==> src/rtl/axil_master_bridge.sv <==
// Single-beat register requests -> AXI4-Lite master transactions, one outstanding at a time.
// Latency: AW/W (or AR) valid the cycle after the request; completion pulse 3 cycles after request with a zero-wait slave.
// Backpressure: valids held until handshake; requests only accepted while busy=0 (write+read together queue the read).
module axil_master_bridge #(
    parameter int          ADDR_WIDTH = 32,
    parameter logic [2:0]  AXPROT     = 3'b000
) (
    input  logic                  clk,
    input  logic                  resetn,
    input  logic                  reg_wen,
    input  logic [ADDR_WIDTH-1:0] reg_waddr,
    input  logic [31:0]           reg_wdata,
    input  logic [7:0]            reg_wstrb,
    output logic                  reg_wrdy,
    output logic                  reg_werr,
    input  logic                  reg_ren,
    input  logic [ADDR_WIDTH-1:0] reg_raddr,
    output logic [31:0]           reg_rdata,
    output logic                  reg_rrdy,
    output logic                  reg_rerr,
    output logic                  busy,
    output logic [ADDR_WIDTH-1:0] m_axil_awaddr,
    output logic [2:0]            m_axil_awprot,
    output logic                  m_axil_awvalid,
    input  logic                  m_axil_awready,
    output logic [31:0]           m_axil_wdata,
    output logic [3:0]            m_axil_wstrb,
    output logic                  m_axil_wvalid,
    input  logic                  m_axil_wready,
    input  logic [1:0]            m_axil_bresp,
    input  logic                  m_axil_bvalid,
    output logic                  m_axil_bready,
    output logic [ADDR_WIDTH-1:0] m_axil_araddr,
    output logic [2:0]            m_axil_arprot,
    output logic                  m_axil_arvalid,
    input  logic                  m_axil_arready,
    input  logic [31:0]           m_axil_rdata,
    input  logic [1:0]            m_axil_rresp,
    input  logic                  m_axil_rvalid,
    output logic                  m_axil_rready
);

    typedef enum logic [2:0] {IDLE, WR_REQ, WR_RESP, RD_REQ, RD_RESP} state_t;

    state_t state, state_nxt;
    logic   aw_pend, w_pend, rd_pend;
    logic   aw_hs, w_hs, b_hs, ar_hs, r_hs;
    logic   unused_wstrb_hi;

    // Upper strobe bits have no lane on a 32-bit AXI-Lite data bus.
    assign unused_wstrb_hi = ^reg_wstrb[7:4];

    assign aw_hs = m_axil_awvalid & m_axil_awready;
    assign w_hs  = m_axil_wvalid  & m_axil_wready;
    assign b_hs  = m_axil_bvalid  & m_axil_bready;
    assign ar_hs = m_axil_arvalid & m_axil_arready;
    assign r_hs  = m_axil_rvalid  & m_axil_rready;

    // The write channels are driven straight from their pending flops, so they are registered.
    assign m_axil_awvalid = aw_pend;
    assign m_axil_wvalid  = w_pend;
    assign m_axil_awprot  = AXPROT;
    assign m_axil_arprot  = AXPROT;
    assign busy           = (state != IDLE) | rd_pend;

    // State register.
    always_ff @(posedge clk or negedge resetn) begin
        if (!resetn) state <= IDLE;
        else         state <= state_nxt;
    end

    // Next-state logic; a queued read follows the write response without passing through IDLE.
    always_comb begin
        state_nxt = state;
        case (state)
            IDLE:    if (reg_wen)                   state_nxt = WR_REQ;
                     else if (reg_ren)              state_nxt = RD_REQ;
            WR_REQ:  if ((!aw_pend || aw_hs) && (!w_pend || w_hs))
                                                    state_nxt = WR_RESP;
            WR_RESP: if (b_hs)                      state_nxt = rd_pend ? RD_REQ : IDLE;
            RD_REQ:  if (ar_hs)                     state_nxt = RD_RESP;
            RD_RESP: if (r_hs)                      state_nxt = IDLE;
            default:                                state_nxt = IDLE;
        endcase
    end

    // Request capture, channel valid/ready registers and completion reporting.
    always_ff @(posedge clk or negedge resetn) begin
        if (!resetn) begin
            aw_pend        <= 1'b0;
            w_pend         <= 1'b0;
            rd_pend        <= 1'b0;
            m_axil_awaddr  <= '0;
            m_axil_wdata   <= '0;
            m_axil_wstrb   <= '0;
            m_axil_araddr  <= '0;
            m_axil_arvalid <= 1'b0;
            m_axil_bready  <= 1'b0;
            m_axil_rready  <= 1'b0;
            reg_wrdy       <= 1'b0;
            reg_werr       <= 1'b0;
            reg_rrdy       <= 1'b0;
            reg_rerr       <= 1'b0;
            reg_rdata      <= '0;
        end else begin
            if (state == IDLE && reg_wen) begin
                m_axil_awaddr <= reg_waddr;
                m_axil_wdata  <= reg_wdata;
                m_axil_wstrb  <= reg_wstrb[3:0];
                aw_pend       <= 1'b1;
                w_pend        <= 1'b1;
                rd_pend       <= reg_ren;
            end else begin
                if (aw_hs) aw_pend <= 1'b0;
                if (w_hs)  w_pend  <= 1'b0;
                if (b_hs)  rd_pend <= 1'b0;
            end
            // Address is captured here even for a queued read; arvalid stays low until RD_REQ.
            if (state == IDLE && reg_ren)
                m_axil_araddr <= reg_raddr;
            m_axil_arvalid <= (state_nxt == RD_REQ);
            m_axil_bready  <= (state_nxt == WR_RESP);
            m_axil_rready  <= (state_nxt == RD_RESP);
            reg_wrdy       <= b_hs;
            reg_rrdy       <= r_hs;
            if (b_hs) reg_werr <= (m_axil_bresp != 2'b00);
            if (r_hs) begin
                reg_rdata <= m_axil_rdata;
                reg_rerr  <= (m_axil_rresp != 2'b00);
            end
        end
    end

endmodule

==> config.mk <==
export PLATFORM = sky130hd
export DESIGN_NAME = axil_master_bridge
export DESIGN_NICKNAME = d
export VERILOG_FILES = /design/src/rtl/axil_master_bridge.sv
export SDC_FILE = /design/constraint.sdc
export NUM_CORES = 1
export LEC_CHECK = 0
export BUFFER_PORTS_ARGS = -buffer_cell sky130_fd_sc_hd__buf_4
export CAP_MARGIN = 30
export CORE_MARGIN = 8
export CORE_UTILIZATION = 40
export DETAILED_ROUTE_END_ITERATION = 10
export PLACE_DENSITY = 0.72
export SLEW_MARGIN = 30
export SYNTH_ARGS = -nofsm -noshare
export SYNTH_HDL_FRONTEND = slang
export SYNTH_SLANG_ARGS = --single-unit
==> constraint.sdc <==
create_clock -name clk -period 2.1 [get_ports clk]
set_input_delay 0.315 -clock clk [delete_from_list [all_inputs] [get_ports clk]]
set_output_delay 0.315 -clock clk [all_outputs]
set_load 0.1 [all_outputs]
==> results.yml, run 1 <==
run_status:
  status: "finished clean"
worst_setup_path:
  worstSetupStartpointType: "flip-flop"
  criticalPathCategory: "flip-flop to output pin"
  rr_startpoint: "state[2]$_DFF_PN0_"
  cpPeakStageDelay_ns: 0.52
  critPathMaxFanout: 8
  r2r_end: "m_axil_awaddr[14]$_DFFE_PN0P_"
  arrival_ns: 1.71
  crit_start: "state[0]$_DFF_PN0_"
  endpoint_kind: "output pin"
  worstSetupEndpoint: "busy"
  worstPathCellList: "buf_4, or4_4, buf_12"
  slowest_stage: "or4_4"
  rr_worst_depth: 4
  r2r_setup_slack_ns: 0.30
  required_ns: 1.78
floorplan:
  dieArea_mm2: 0.01807
  design.core.area_mm2: 0.01377
  fp.dieH_um: 134.4
  fp-row-count: 43
  initial_utilization: 0.4072
  io_pins: 297
  dieWidth_um: 134.4
synthesis:
  synth_cell_types: 29
  yosysTopAreaCell: "dfrtp_1"
  synth_cells: 339
  synth.top_cells.by_area: "dfrtp_1 (65%), mux2_2 (20%), mux2_4 (7.5%)"
  synth_top_area_share: 0.6469
  ys_ff_latch: 145
  synthAdderAreaFrac: 0
  ys_warn_count: 0
  synth-seq-area-share: 0.6469
  synth_compound_area_frac: 0.01673
  synthesis.area_mm2: 0.005609
  synthSimpleGateAreaFrac: 0.02364
  synth_xor_area_frac: 0
  avgSynthCellArea_um2: 16.55
  synth_top_family_by_area: "multiplexers"
  synthMuxAreaShare: 0.2837
worst_hold_path:
  hold_path_class: "input port to flip-flop"
place:
  place.gp.congestion: 0.7708
  io_buffers: 286
  dp_hpwl_um: 12180
global_route:
  grt_pass1_wl_um: 24130
  grt_pass1_vias: 4430
  grt_max_degree: 71
  antenna_found_initial: 0
  track_usage: 0.1721
  grt-ovfl-total: 0
clocking:
  clkSinkCount: 145
  htreeDepth: 4
  cts_buffer_depth: 2
  cts_buffers: 17
  tritoncts: "done"
  clk_pin_slew_ns: 0.06
  root_buffer: "clkbuf_16"
  worstSkewPairLatency_ns: 0.41
drt:
  via_per_inst: 4.740
  vias: 3953
  routedWlPerCell_um: 18.95
  firstDrtPassIters: 4
  antenna_left: 0
  drt_first_iter_violations: 177
  drc: 0
  drt-total-wl_um: 15800
sta:
  finalSetupTns_ns: 0
  clock_skew_ns: 0.008117
  period_needed_ns: 2.029
  maxSlewViolCount: 0
  period_share: 0.9663
  rsz0062_at_grt: "false"
  setup_viol: 0
  fmax_ghz: 0.4928
  hold_viol: 0
final_layout:
  area_growth_pct: 54.25
  finalNetCount: 790
  antenna-diode-count: 0
  drive_gt1_frac: 0.7034
  layout_commonest_cell: "buf_4"
  layout_common_cells: "buf_4 (294), dfrtp_1 (144), mux2_2 (98)"
run:
  max_cap_viol_count: 0
[area by class of cell]
| class | instances | area (µm²) |
|---|---|---|
| Clock inverter | 13 | 185.2 |
| Fill cell | 1066 | 5121 |
| Sequential cell | 145 | 3630 |
| Timing Repair Buffer | 300 | 2308 |
| Clock buffer | 19 | 442.9 |
| Multi-Input combinational cell | 175 | 1853 |
| Tap cell | 180 | 225.2 |
| Inverter | 2 | 7.507 |
[routing by layer]
layer | global-route usage | vias up | wire, µm
li1 | - | 1788 | -
met1 | 0.1740 | 1955 | 5616
met2 | 0.2992 | 187 | 8292
met3 | 0.08489 | 23 | 1617
met5 | 0 | - | 0
met4 | 0.06425 | 0 | 276
[state kept, by name, indices dropped and copies added (netlist names)]
name            cells
m_axil_wstrb        4
m_axil_awaddr      32
reg_wrdy            1
reg_rdata          32
m_axil_araddr      32
reg_rrdy            1
m_axil_wvalid       1
m_axil_arvalid      1
reg_rerr            1
m_axil_awvalid      1
rd_pend             1
m_axil_wdata       32
state               3
reg_werr            1
m_axil_rready       1
m_axil_bready       1
[worst max-delay path: cells and delay by family (launching register included)]
kind	cells	cell delay, ns
AND/OR/NAND/NOR	1	0.52
flip-flops	1	0.43
buffers and inverters	2	0.35
[synth_stat cells (all sizes together)]
master,number
a21oi,1
nand4,1
a32o,2
and4b,1
or4b,1
buf,17
o21ai,4
o32a,1
o31ai,1
o22ai,1
nand2b,3
o211ai,1
dfrtp,145
conb,1
nor4b,1
a21boi,1
nand2,10
inv,2
or4,1
nor3,1
nor2,4
a311o,1
clkbuf,5
nand3b,1
mux2,132
[worst min-delay path by stage]
stage / to / start / depth (start not counted) / slack, ns
3_3_place_gp: m_axil_araddr[25]$_DFFE_PN0P_ / resetn / 1 / 0.28
6_report: m_axil_awaddr[24]$_DFFE_PN0P_ / reg_waddr[24] / 2 / 0.12
3_5_place_dp: m_axil_araddr[25]$_DFFE_PN0P_ / resetn / 1 / 0.30
4_1_cts: m_axil_awaddr[24]$_DFFE_PN0P_ / reg_waddr[24] / 2 / 0.1
2_1_floorplan: m_axil_araddr[0]$_DFFE_PN0P_ / resetn / 0 / 0.02
5_1_grt: m_axil_awaddr[23]$_DFFE_PN0P_ / reg_waddr[23] / 2 / 0.10
[cells by family after synthesis]
logic type,after synthesis
compound gates,13
buf+inv,24
flops,145
mux,132
other cells,1
simple gates,24
[stage by stage]
stage               area, µm²  hold WS (ns)  std cells  setup slack (ns)    util
floorplan                5628       0.01941        344           0.06693       -
global placement         7974        0.2830        798            0.3077  0.5789
detailed placement       7974        0.2968        798            0.2719  0.5789
CTS                      8630       0.09996        831          0.007148  0.6265
global route             8652        0.1034        834           0.03042  0.6282
finish                   8652        0.1207        834           0.07074  0.6282
[what timing repair did]
item / in CTS / in global routing
endpoints found under the hold margin: 48 / 0
setup endpoints to repair: 1 / 1
pin swaps: 0 / 0
setup buffers: 0 / 3
hold buffers: 1 / 0
gates resized for setup: 5 / 0
Power of run 1 is left out: the tool's default activity adds up to more than one toggle a clock period on the data nets, which glitch-free logic cannot reach.
==> run 2: changes to the inputs <==
Settings changed: CORE_UTILIZATION 40 to 35, PLACE_DENSITY 0.72 to default.
==> run 2 against run 1 <==
Compared with the run above:
- worst setup slack worse by 0.011 ns
- register-to-register slack hardly changed
- global-route usage is 1.4 points lower
- first-iteration DRC count is 29% lower
- die area is 13% higher
- wire length is 2.9% higher
- critical endpoint unchanged
- flip-flop and latch count stayed put
- worst hold slack worse by 0.0067 ns
- cell count is 4.1% higher
- fmax is 0.55% lower
- sequential share of layout area is 0.19 points lower
- critical path depth stayed put
==> results.yml, run 2 (same netlist as run 1, synthesis figures left out) <==
run_status:
  status: "finished clean"
worst_setup_path:
  arrival_ns: 1.73
  r2r_end: "m_axil_wdata[10]$_DFFE_PN0P_"
  r2r_setup_slack_ns: 0.30
  worstSetupStartpointType: "flip-flop"
  rr_startpoint: "state[0]$_DFF_PN0_"
  rr_worst_depth: 4
  critPathMaxFanout: 7
  endpoint_kind: "output pin"
  cpPeakStageDelay_ns: 0.50
  crit_path_frequent_cell: "buf_4"
  criticalPathCategory: "flip-flop to output pin"
  required_ns: 1.78
  slowest_stage: "or4_1"
  worstPathCellList: "buf_4, or4_1, buf_4"
place:
  place.gp.congestion: 0.7546
  dp_hpwl_um: 12480
  io_buffers: 286
  placed_cell_area_mm2: 0.008051
  place_inst: 835
global_route:
  grt-ovfl-total: 0
  grt_max_degree: 71
  grt_pass1_wl_um: 24320
  antenna_found_initial: 0
  track_usage: 0.1582
  grt_pass1_vias: 4399
final_layout:
  fin_cells: 868
  finalNetCount: 788
  antenna-diode-count: 0
  area_growth_pct: 54.90
  drive_gt1_frac: 0.6979
  layout_commonest_cell: "buf_4"
  layout_common_cells: "buf_4 (291), dfrtp_1 (145), mux2_2 (98)"
  stdcell_area_mm2: 0.008688
clocking:
  cts_buffers: 17
  worstSkewPairLatency_ns: 0.41
  clkSinkCount: 145
  tritoncts: "done"
  cts_resized: 0
  cts_hold_buf: 1
  clk_pin_slew_ns: 0.06
  cts_setup_buffers: 0
  cts_buffer_depth: 2
  htreeDepth: 4
  root_buffer: "clkbuf_16"
sta:
  setup_viol: 0
  hold_viol: 0
  clock_skew_ns: 0.007250
  maxSlewViolCount: 0
  rsz0062_at_grt: "false"
  worst_hold_slack_ns: 0.1140
  fmax_ghz: 0.4901
  finalSetupTns_ns: 0
  period_needed_ns: 2.040
  period_share: 0.9717
worst_hold_path:
  whs_endpoint: "m_axil_awaddr[23]$_DFFE_PN0P_"
  hold_path_startpoint: "reg_waddr[23]"
  hold_path_class: "input port to flip-flop"
  holdPathStages: 2
drt:
  drt-total-wl_um: 16260
  via_per_inst: 4.535
  drc: 0
  antenna_left: 0
  drt_first_iter_violations: 125
  firstDrtPassIters: 4
  vias: 3936
  routedWlPerCell_um: 18.73
floorplan:
  dieArea_mm2: 0.02033
  design.core.area_mm2: 0.01577
  initial_utilization: 0.3557
  dieWidth_um: 142.6
  fp-row-count: 46
  io_pins: 297
  fp.dieH_um: 142.6
run:
  max_cap_viol_count: 0
==> run 2: worst max path at each step <==
stage	startpoint	to	cells after the start
floorplan	m_axil_rready$_DFF_PN0_	reg_rdata[10]$_DFFE_PN0P_	3
global placement	state[1]$_DFF_PN0_	m_axil_araddr[7]$_DFFE_PN0P_	3
detailed placement	state[0]$_DFF_PN0_	m_axil_wdata[2]$_DFFE_PN0P_	4
CTS	state[0]$_DFF_PN0_	busy	3
global route	state[0]$_DFF_PN0_	busy	3
finish	state[0]$_DFF_PN0_	busy	3
==> run 2: per-stage QoR <==
| stage | utilization | setup slack, ns |
|---|---|---|
| floorplan | - | 0.06693 |
| global placement | 0.5106 | 0.3521 |
| detailed placement | 0.5106 | 0.3314 |
| CTS | 0.5509 | 0.02711 |
| global route | 0.5509 | 0.005780 |
| finish | 0.5509 | 0.05951 |
==> run 2: area by class of cell <==
class                      count  area, µm²
sequential                   145       3628
multi-input combinational    175       1849
clock inverter                12      180.2
timing repair buffer         298       2306
clock buffer                  20      446.7
tap                          216      270.3
fill                        1364       7082
inverter                       2      7.507
==> run 2: per-layer routing <==
layer | up-vias | wire, µm | GRT usage
met5 | - | 0 | 0
li1 | 1788 | - | -
met1 | 1949 | 5812 | 0.1655
met2 | 171 | 8353 | 0.2663
met4 | 0 | 430 | 0.07215
met3 | 28 | 1661 | 0.07347
==> run 2: critical path: cells and delay by family (launching register included) <==
| kind | cells | cell delay (ns) |
|---|---|---|
| buffers and inverters | 2 | 0.41 |
| flip-flops | 1 | 0.39 |
| AND/OR/NAND/NOR | 1 | 0.50 |
Power of run 2 is left out for the same reason.
==> run 3: changes to the inputs <==
Clock period 2.1 ns to 2 ns, I/O delays scaled along.
==> run 3 against run 2 <==
Compared with the run above:
- via count is 0.53% lower
- count of clock-buffer cells in the layout is 2 higher
- flip-flop and latch count stayed put
- register-to-register slack worse by 0.19 ns
- utilization is 0.13 points higher
- critical path type unchanged
- highest routed layer unchanged
==> results.yml, run 3 (same netlist as run 1, synthesis figures left out) <==
run_status:
  status: "finished clean"
clocking:
  htreeDepth: 4
  root_buffer: "clkbuf_16"
  cts_buffer_depth: 2
  clkSinkCount: 145
  worstSkewPairLatency_ns: 0.41
  clk_pin_slew_ns: 0.06
  cts_buffers: 17
  tritoncts: "done"
worst_setup_path:
  worstSetupStartpointType: "flip-flop"
  critPathMaxFanout: 2
  criticalPathCategory: "flip-flop to output pin"
  required_ns: 1.70
  arrival_ns: 1.66
  endpoint_kind: "output pin"
final_layout:
  layout_common_cells: "buf_4 (290), dfrtp_1 (144), mux2_2 (98)"
  finalNetCount: 791
  final_core_util: 0.5522
  stdcell_area_mm2: 0.008708
  area_growth_pct: 55.25
  layout_commonest_cell: "buf_4"
  drive_gt1_frac: 0.7003
  antenna-diode-count: 0
sta:
  maxSlewViolCount: 0
  clock_skew_ns: 0.01030
  period_share: 0.9784
  finalSetupTns_ns: 0
  worst_hold_slack_ns: 0.1031
  period_needed_ns: 1.957
  rsz0062_at_grt: "false"
  fmax_ghz: 0.5110
  hold_viol: 0
  setup_viol: 0
floorplan:
  fp.dieH_um: 142.6
  dieArea_mm2: 0.02033
  io_pins: 297
  fp-row-count: 46
  design.core.area_mm2: 0.01577
  initial_utilization: 0.3557
  dieWidth_um: 142.6
global_route:
  grt-ovfl-total: 0
  track_usage: 0.1590
  use_met2: 0.2698
  grt_pass1_wl_um: 24740
  grt_pass1_vias: 4531
  antenna_found_initial: 0
  use_met3: 0.08823
  top_usage_layer: "met2"
  grt_max_degree: 48
  met1_usage: 0.1661
place:
  place.gp.congestion: 0.8057
  io_buffers: 286
  dp_hpwl_um: 12380
  placed_cell_area_mm2: 0.008053
worst_hold_path:
  hold_path_class: "input port to flip-flop"
drt:
  drt_first_iter_violations: 151
  drc: 0
  routedWlPerCell_um: 18.39
  via_per_inst: 4.500
  firstDrtPassIters: 4
  vias: 3915
  drt-total-wl_um: 16000
  antenna_left: 0
run:
  max_cap_viol_count: 0
[run 3: changes by cell type in the layout (fill, tap and decap cells not counted), sizes merged]
cell	change
buf	+3
bufinv	-1
clkbuf	+2
clkinv	+4
clkinvlp	-5
inv	-1
[run 3: metal layers]
metal	wire, µm	part of all wire
met1	5757	0.36
met2	8186	0.51
met3	1844	0.12
met4	212	0.013
met5	0	0
[run 3: worst paths after layout]
check	endpoint	cells after the start	slack, ns	startpoint
setup / recovery	busy	3	0.04	state[1]$_DFF_PN0_
hold / removal	m_axil_awaddr[21]$_DFFE_PN0P_	2	0.10	reg_waddr[21]
setup reg to reg	m_axil_wdata[31]$_DFFE_PN0P_	5	0.11	state[1]$_DFF_PN0_
hold reg to reg	reg_werr$_DFFE_PN0N_	2	0.47	reg_werr$_DFFE_PN0N_
max in group asynchronous	m_axil_araddr[13]$_DFFE_PN0P_	3	0.97	resetn
min in group asynchronous	reg_rdata[22]$_DFFE_PN0P_	2	0.40	resetn
[run 3: metrics by stage]
| step | std cells | worst slack (ns) |
|---|---|---|
| after floorplan | 344 | 0.1733 |
| after global placement | 835 | 0.2460 |
| after detailed placement | 835 | 0.2056 |
| after CTS | 869 | 0.01748 |
| after global routing | 870 | 0.01152 |
| final | 870 | 0.04322 |
[run 3: layout make-up]
type                    count  area (µm²)
flip-flops and latches    145        3630
multi-input cells         175        1853
fillers                  1358        7062
clock inverters             9       131.4
well taps                 216       270.3
repair buffers            301        2352
clock buffers              22       464.2
inverters                   2       7.507
[run 3: repair_timing]
action | in CTS | in global routing
hold endpoints to repair | 44 | 0
setup endpoints to repair | 1 | 1
resized for setup | 6 | 1
hold buffers | 1 | 0
buffers inserted | 2 | 1
[run 3: critical path, stage by stage, from the launching register on]
cell and delay, ns:
dfrtp_1 0.40, buf_6 0.12, or4_4 0.54, buf_12 0.18
Power of run 3 is left out for the same reason.
